[src/rtl/disp_flipctrl.sv]
// Page-flip sequencer: brings the display up, then commits each requested
// frame-buffer address to DISPADDR only after a fresh VBLANK is observed.
module disp_flipctrl #(
  parameter int unsigned POLL_GAP   = 8,
  parameter int unsigned POLL_LIMIT = 65535,
  parameter logic [15:0] DISPADDR_A = 16'h0000,
  parameter logic [15:0] DISPCTRL_A = 16'h0004,
  parameter logic [15:0] DISPFIFO_A = 16'h000c
) (
  input  logic        ACLK,
  input  logic        ARESETN,
  input  logic        ENABLE,
  input  logic        FLIP_REQ,
  input  logic [31:0] FLIP_ADDR,
  output logic        FLIP_ACK,
  output logic        FLIP_DONE,
  output logic        FLIP_ERR,
  output logic        BUSY,
  output logic [15:0] WRADDR,
  output logic [3:0]  BYTEEN,
  output logic        WREN,
  output logic [31:0] WDATA,
  output logic [15:0] RDADDR,
  output logic        RDEN,
  input  logic [31:0] RDATA
);

  typedef enum logic [3:0] {
    S_OFF, S_INIT_CTRL, S_INIT_FIFO, S_IDLE, S_RD_CTRL, S_CLR_VB,
    S_POLL, S_GAP, S_WR_ADDR, S_DONE, S_ABORT
  } state_t;

  localparam logic [7:0]  GAP_LAST = 8'(POLL_GAP - 1);
  localparam logic [15:0] LIMIT    = 16'(POLL_LIMIT);

  state_t      state, state_nx;
  logic [1:0]  phase;
  logic [7:0]  gap_cnt;
  logic [15:0] poll_cnt;
  logic [31:0] addr_q;
  logic [31:0] rd_q;
  logic        wr_last, rd_last, rd_capture, accept;

  always_comb begin
    wr_last    = (phase == 2'd1);
    rd_capture = (phase == 2'd2);
    rd_last    = (phase == 2'd3);
    accept     = (state == S_IDLE) && ENABLE && FLIP_REQ;
  end

  // Phase restarts on every state change; a POLL->POLL loop (POLL_GAP=0)
  // restarts naturally because the 2-bit phase wraps from 3 to 0.
  always_ff @(posedge ACLK) begin
    if (!ARESETN) begin
      state <= S_OFF;
      phase <= '0;
    end else begin
      state <= state_nx;
      phase <= (state_nx != state) ? 2'd0 : phase + 2'd1;
    end
  end

  always_ff @(posedge ACLK) begin
    if (!ARESETN) begin
      addr_q   <= '0;
      rd_q     <= '0;
      poll_cnt <= '0;
      gap_cnt  <= '0;
    end else begin
      if (accept) begin
        addr_q   <= FLIP_ADDR;
        poll_cnt <= '0;
      end
      if ((state == S_RD_CTRL || state == S_POLL) && rd_capture)
        rd_q <= RDATA;
      if (state == S_POLL && rd_capture)
        poll_cnt <= poll_cnt + 16'd1;
      gap_cnt <= (state == S_GAP) ? gap_cnt + 8'd1 : 8'd0;
    end
  end

  always_comb begin
    state_nx = state;
    case (state)
      S_OFF:       if (ENABLE) state_nx = S_INIT_CTRL;
      S_INIT_CTRL: if (wr_last) state_nx = S_INIT_FIFO;
      S_INIT_FIFO: if (wr_last) state_nx = S_IDLE;
      S_IDLE: begin
        if (!ENABLE)       state_nx = S_OFF;
        else if (FLIP_REQ) state_nx = S_RD_CTRL;
      end
      S_RD_CTRL:   if (rd_last) state_nx = S_CLR_VB;
      S_CLR_VB:    if (wr_last) state_nx = S_POLL;
      S_POLL: begin
        if (rd_last) begin
          if (rd_q[1])                state_nx = S_WR_ADDR;
          else if (poll_cnt == LIMIT) state_nx = S_ABORT;
          else if (POLL_GAP == 0)     state_nx = S_POLL;
          else                        state_nx = S_GAP;
        end
      end
      S_GAP:       if (gap_cnt == GAP_LAST) state_nx = S_POLL;
      S_WR_ADDR:   if (wr_last) state_nx = S_DONE;
      S_DONE:      state_nx = S_IDLE;
      S_ABORT:     state_nx = S_IDLE;
      default:     state_nx = S_OFF;
    endcase
  end

  always_comb begin
    FLIP_ACK  = 1'b0;
    FLIP_DONE = 1'b0;
    FLIP_ERR  = 1'b0;
    WRADDR    = '0;
    BYTEEN    = '0;
    WREN      = 1'b0;
    WDATA     = '0;
    RDADDR    = '0;
    RDEN      = 1'b0;
    BUSY      = (state != S_IDLE) && (state != S_OFF);
    case (state)
      S_INIT_CTRL: begin
        WRADDR = DISPCTRL_A;
        BYTEEN = 4'b0001;
        WDATA  = 32'h0000_0001;
        WREN   = wr_last;
      end
      S_INIT_FIFO: begin
        WRADDR = DISPFIFO_A;
        BYTEEN = 4'b0001;
        WDATA  = 32'h0000_0003;
        WREN   = wr_last;
      end
      S_IDLE: FLIP_ACK = ENABLE;
      S_RD_CTRL, S_POLL: begin
        RDADDR = DISPCTRL_A;
        RDEN   = (phase == 2'd1) || (phase == 2'd2);
      end
      S_CLR_VB: begin
        WRADDR = DISPCTRL_A;
        BYTEEN = 4'b0001;
        WDATA  = rd_q | 32'h0000_0002;
        WREN   = wr_last;
      end
      S_WR_ADDR: begin
        WRADDR = DISPADDR_A;
        BYTEEN = 4'b1111;
        WDATA  = addr_q;
        WREN   = wr_last;
      end
      S_DONE: FLIP_DONE = 1'b1;
      S_ABORT: begin
        FLIP_DONE = 1'b1;
        FLIP_ERR  = 1'b1;
      end
      default: ;
    endcase
  end

endmodule

[config.mk]
export PLATFORM = sky130hd
export DESIGN_NAME = disp_flipctrl
export DESIGN_NICKNAME = d
export VERILOG_FILES = /design/src/rtl/disp_flipctrl.sv
export SDC_FILE = /design/constraint.sdc
export NUM_CORES = 1
export LEC_CHECK = 0
export BUFFER_PORTS_ARGS = -buffer_cell sky130_fd_sc_hd__buf_2
export CORE_UTILIZATION = 30
export DETAILED_ROUTE_END_ITERATION = 7
export GPL_TIMING_DRIVEN = 0
export SETUP_SLACK_MARGIN = 0.3
export SKIP_CTS_REPAIR_TIMING = 1
export SLEW_MARGIN = 5
export SYNTH_ARGS = -nofsm -noshare
export SYNTH_HDL_FRONTEND = slang
export SYNTH_SLANG_ARGS = --single-unit
export TNS_END_PERCENT = 1
[constraint.sdc]
create_clock -name ACLK -period 2.1 [get_ports ACLK]
set_input_delay 0.105 -clock ACLK [delete_from_list [all_inputs] [get_ports ACLK]]
set_output_delay 0.105 -clock ACLK [all_outputs]
set_load 0.005 [all_outputs]
==> results of run 1 <==
worst register-to-register path, cell delays in order, from the launching register on:
cell       delay (ns)
dfxtp_2          0.34
or4_4            0.53
o31a_1           0.26
a221o_1          0.29
or4_4            0.47
a2111oi_4        0.29
cell usage after synthesis, types with 2 or more instances:
cell,number
a2111oi_2,2
a21boi_0,73
a21oi_1,4
a22o_1,30
a31oi_1,2
and2_1,6
and3_1,7
buf_4,33
buf_6,2
clkbuf_1,32
dfxtp_1,94
ha_1,5
inv_1,6
nand2_1,149
nand2b_1,4
nand3_1,13
nand3b_1,3
nand4_1,5
nor2_1,26
nor2b_1,4
nor3_1,7
nor3b_1,2
o21a_1,4
o21ai_0,8
o311ai_0,4
o31ai_1,2
o41ai_1,2
or2_2,2
or3_1,2
or4_1,3
xnor2_1,5
xor2_1,5
cell type report:
cell class / count / area, um^2 / area share (%)
Sequential cell: 94 / 1890 / 31.0
Multi-Input combinational cell: 426 / 2540 / 41.7
Clock buffer: 10 / 239 / 3.93
Clock inverter: 6 / 85.1 / 1.40
Timing Repair Buffer: 116 / 606 / 9.95
Inverter: 6 / 22.5 / 0.370
Buffer: 68 / 473 / 7.77
Tap cell: 188 / 235 / 3.87
per-stage QoR:
step	setup slack [ns]	total power, W	setup TNS, ns	hold WS [ns]	cells
finish	-0.168	0.00391	-0.525	0.00224	914
global route	-0.235	0.00404	-3.35	0.00818	914
CTS	-0.769	0.00391	-38.27	-0.00588	909
detailed placement	-0.392	0.00215	-23.93	0.363	893
global placement	-0.367	0.00215	-22.55	0.362	893
floorplan	-0.0555	0.00204	-0.111	0.250	594
power by group through the flow:
| stage | sequential [W] | combinational [W] | clock (W) |
|---|---|---|---|
| 6_report | 0.00180 | 0.000346 | 0.00176 |
| 5_1_grt | 0.00180 | 0.000376 | 0.00186 |
| 4_1_cts | 0.00180 | 0.000315 | 0.00180 |
| 3_5_place_dp | 0.00184 | 0.000314 | 0 |
| 3_3_place_gp | 0.00184 | 0.000314 | 0 |
| 2_1_floorplan | 0.00184 | 0.000197 | 0 |
sequential cells by signal, summed over array words and instances (netlist names):
| signal | count |
|---|---|
| state | 4 |
| addr_q | 32 |
| gap_cnt | 8 |
| poll_cnt | 16 |
| rd_q | 32 |
| phase | 2 |
path summary, 6_finish.rpt:
path,slack (ns),endpoint,depth (start not counted)
hold / removal,0.002,addr_q[26]$_SDFFE_PN0P_,3
setup / recovery,-0.17,phase[1]$_SDFF_PP0_,5
setup reg to reg,-0.17,phase[1]$_SDFF_PP0_,5
hold reg to reg,0.44,gap_cnt[0]$_SDFF_PN0_,1
metal layers:
metal | track usage, % | up-vias
li1 | - | 2189
met1 | 22.8 | 2026
met2 | 26.1 | 166
met3 | 3.54 | 20
met4 | 5.81 | 0
met5 | 0 | -
cell families (layout without fill, tap and decap cells):
kind of cell / Yosys count / after routing
AND/OR/NAND/NOR: 242 / 242
XOR/XNOR: 10 / 10
AO/OA/AOI/OAI: 138 / 138
other: 1 / 29
buffers and inverters: 74 / 206
adder cells (fa/ha/maj): 5 / 5
flip-flops: 94 / 94
multiplexers: 2 / 2
==> flow_metrics.tcl, run 1 <==
set metrics [dict create \
    status "finished, violations left" \
    violations "design-rule violations, negative setup slack" \
    swShare_pct 22.2 \
    final_util_pct 40.2 \
    cp.arrival_ns 2.51 \
    track_usage_pct 16.7 \
    ant_nets 0 \
    cts_buffer_depth 2 \
    worst-path-max-fanout 5 \
    slew_headroom_pct 66.2 \
    syn_area_per_cell_um2 8.19 \
    pwr-share-comb_pct 8.9 \
    power_frac_seq_pct 46.1 \
    num_vias 4401 \
    clock-sinks 94 \
    wire_per_inst_um 14.6 \
    cts_buffers 9 \
    maxCapViolCount 0 \
    fillers 1572 \
    synthCells 566 \
    nets 794 \
    viasPerCell 4.82 \
    worstSetupStartpointType "flip-flop" \
    cts_max_level 3 \
    grt_antenna_before_repair 0 \
    rsz0062_at_grt "true" \
    core_um2 15100 \
    synth_top_family_by_area "simple AND/OR/NAND/NOR gates" \
    clock.fmax_ghz 0.441 \
    route.met2.wl_um 6040 \
    crit_top_cell "or4_4" \
    yosys.area_share.simple_pct 23.4 \
    synth_edf_count 0 \
    critPathCaptureType "flip-flop" \
    globalplace.congestion 0.793 \
    syn_to_final_growth_pct 31.2 \
    netlist.top_cell.by_area "dfxtp_1" \
    pin_count 142 \
    ys_warn_count 0 \
    grt_max_degree 16 \
    clock_latency_ns 0.34 \
    grt-ovfl-total 0 \
    routed_wl_um 13400 \
    most-common-layout-cells "nand2_1, buf_2, dfxtp_1" \
    dieHeight_um 126 \
    wirelength_met1_um 6220 \
    synth_compound_area_share_pct 23.0 \
    p_leak_nw 2.50 \
    syn_area_um2 4640 \
    yosys_most_used_dff "dfxtp_1" \
    min_period_ns 2.27 \
    synth_seq_cells 94 \
    path_buf_inv 0 \
    dr.pass1.iters 7 \
    hold_viol 0 \
    path_cells "or4_4, o31a_1, a221o_1, or4_4, a2111oi_4" \
    tightest_slew_ns 0.507 \
    drc 2 \
    synth_seq_area_share_pct 40.6 \
    critical_path.top_delay_family "simple AND/OR/NAND/NOR gates" \
    topRoutingLayerUsed "met4" \
    drive_gt1_share_pct 29.2 \
    netSwitchingPower_w 0.000867 \
    reg2reg_from "gap_cnt[3]$_SDFF_PN0_" \
    cts_tree "done" \
    min_path_type "in -> reg" \
    first_iter_violations 245 \
    startpoint "gap_cnt[3]$_SDFF_PN0_" \
    ys_async_sr_fraction_pct 0 \
    synth_area_leaders "dfxtp_1, nand2_1, a21boi_0" \
    antenna_cells 0 \
    hp-start "FLIP_ADDR[26]" \
    dpl_cell_area_um2 5530 \
    crit_type "reg -> reg" \
    internal_power_w 0.00304 \
    synth_top_cell_area_share_pct 40.6 \
    clockPowerShare_pct 45.1 \
    clockRootBuffer "clkbuf_16" \
    cp_slowest_stage_delay_ns 0.53 \
    worst_slack_ns -0.168 \
    final_area_um2 6090 \
    finalCritPeriodShare_pct 108 \
    grt_pass1_vias 3984 \
    fin_skew_ns 0.00512 \
    die_area_um2 16000 \
    synthAdderAreaFrac_pct 1.35 \
    wl_met3_um 868 \
    peakVddDrop_mv 0.344 \
    muxShareOfSynthArea_pct 0.459 \
    setup_viol 4 \
    final_common_cell "nand2_1" \
    powerDensity_nw_per_um2 642 \
    hpwl_um 9560 \
    slowest_stage "or4_4" \
    row_count 45 \
    grt_pass1_wl_um 20600 \
    numPortBuffers 111 \
    initial_utilization_pct 30.6 \
    ys_types 52 \
    drv_slew 0 \
    critical_path_required_ns 2.35 \
    die-width_um 126 \
    clkTransAtPathRegs_ns 0.07 \
    synth_xor_xnor_area_share_pct 1.89 \
]
(Power assumes the default switching activity.)
==> run 2, diff against run 1 <==
==> constraint.sdc (replaced) <==
create_clock -name ACLK -period 2.9 [get_ports ACLK]
set_input_delay 0.145 -clock ACLK [delete_from_list [all_inputs] [get_ports ACLK]]
set_output_delay 0.145 -clock ACLK [all_outputs]
set_load 0.02 [all_outputs]
==> run 2 against run 1 <==
  * The flow now finishes without violations
  * Flip-flop and latch count did not move
  * Sequential share of layout area rose by 1.1 points
  * Register-to-register slack improved by 0.66 ns
  * Power fell by 28%
  * Critical path type is now reg -> out
  * Largest power group unchanged
  * Highest routed layer unchanged
==> flow_metrics.tcl, run 2 (same netlist as run 1, synthesis figures left out) <==
set metrics [dict create \
    grt_max_degree 16 \
    wire_per_inst_um 14.3 \
    drc 0 \
    final_util_pct 38.7 \
    slowest_stage "dfxtp_1" \
    grt_pass1_vias 4037 \
    min_path_type "in -> reg" \
    first_iter_violations 206 \
    die_area_um2 16000 \
    setup_viol 0 \
    maxCapViolCount 0 \
    cp.arrival_ns 2.32 \
    worst-path-max-fanout 12 \
    syn_to_final_growth_pct 26.4 \
    numPortBuffers 111 \
    core_um2 15100 \
    viasPerCell 4.67 \
    dpl_cell_area_um2 5530 \
    die-width_um 126 \
    cts_tree "done" \
    hpwl_um 9490 \
    clock.fmax_ghz 0.406 \
    internal_power_w 0.00218 \
    grt-ovfl-total 0 \
    antenna_cells 0 \
    min_period_ns 2.47 \
    ant_nets 0 \
    rsz0062_at_grt "true" \
    crit_type "reg -> out" \
    clockRootBuffer "clkbuf_16" \
    clock_latency_ns 0.35 \
    nets 789 \
    worstSetupStartpointType "flip-flop" \
    powerDensity_nw_per_um2 483 \
    final_area_um2 5860 \
    peakVddDrop_mv 0.330 \
    status "completed" \
    drv_slew 0 \
    drive_gt1_share_pct 24.5 \
    dr.pass1.iters 4 \
    power_frac_seq_pct 46.0 \
    most-common-layout-cells "nand2_1, buf_2, dfxtp_1" \
    fillers 1616 \
    clkTransAtPathRegs_ns 0.07 \
    hold_viol 0 \
    row_count 45 \
    dieHeight_um 126 \
    pwr-share-comb_pct 9.5 \
    cts_max_level 3 \
    clockPowerShare_pct 44.5 \
    pin_count 142 \
    power_w 0.00283 \
    final_common_cell "nand2_1" \
    p_leak_nw 2.40 \
    fin_skew_ns 0.00750 \
    cts_buffer_depth 2 \
    top_regs "addr_q x32, rd_q x32, poll_cnt x16" \
    clock-sinks 94 \
    track_usage_pct 16.9 \
    slew_headroom_pct 57.3 \
    grt_antenna_before_repair 0 \
    finalCritPeriodShare_pct 85.0 \
    initial_utilization_pct 30.6 \
    critical_path_required_ns 2.76 \
    swShare_pct 23.1 \
    num_vias 4248 \
    cp_slowest_stage_delay_ns 0.44 \
    critPathCaptureType "primary output" \
    globalplace.congestion 0.791 \
    hold-path-cell-count 3 \
    netSwitchingPower_w 0.000654 \
    finalHoldWorstSlack_ns 0.0407 \
    r2r_cells 5 \
    grt_pass1_wl_um 20900 \
    routed_wl_um 13000 \
    tightest_slew_ns 0.636 \
    cts_buffers 9 \
    path_cells "nand2b_1, nor3_4, clkbuf_2, nand2_1, o21ai_0, buf_2" \
]
[run 2: changes by cell type in the layout (fill, tap and decap cells not counted), sizes merged]
cell	delta
buf	-13
clkbuf	+9
clkinv	-1
clkinvlp	-1
inv	+1
[run 2: final timing paths]
path                          from                     to  slack [ns]
max            state[3]$_SDFF_PN0_               WDATA[0]        0.43
min                      RDATA[31]  rd_q[31]$_SDFFE_PN0P_        0.04
max reg2reg  gap_cnt[3]$_SDFF_PN0_    phase[1]$_SDFF_PP0_        0.49
min reg2reg  gap_cnt[0]$_SDFF_PN0_  gap_cnt[0]$_SDFF_PN0_        0.45
[run 2: layer usage]
metal	GRT usage (%)	wire, um	up-vias
li1	-	-	2179
met2	26.9	5810	143
met1	22.5	6210	1913
met5	0	0	-
met4	5.53	192	0
met3	4.13	770	13
[run 2: through the flow]
| stage | setup TNS [ns] | setup slack (ns) | cells |
|---|---|---|---|
| floorplan | 0 | 0.646 | 594 |
| global placement | 0 | 0.343 | 893 |
| detailed placement | 0 | 0.369 | 893 |
| CTS | -0.0249 | -0.0249 | 909 |
| global route | 0 | 0.228 | 909 |
| finish | 0 | 0.434 | 909 |
[run 2: final cells by class]
cell class,instances,area [um^2],area share (%)
tap,188,235,4.01
inverter,6,22.5,0.384
timing repair buffer,111,556,9.48
multi-input combinational,426,2440,41.6
buffer,68,412,7.02
sequential,94,1880,32.1
clock inverter,5,81.3,1.39
clock buffer,11,233,3.97
[run 2: critical path: cells and delay by family, from the launching register on]
family / cells / cell delay, ns
simple gates: 3 / 0.79
buf+inv: 2 / 0.61
flops: 1 / 0.44
compound gates: 1 / 0.13
[run 2: power groups by stage]
stage / Clock, W / Sequential (W) / Combinational, W
2_1_floorplan: 0 / 0.00133 / 0.000182
3_3_place_gp: 0 / 0.00133 / 0.000268
3_5_place_dp: 0 / 0.00133 / 0.000266
4_1_cts: 0.00129 / 0.00130 / 0.000267
5_1_grt: 0.00135 / 0.00130 / 0.000293
6_report: 0.00126 / 0.00130 / 0.000269
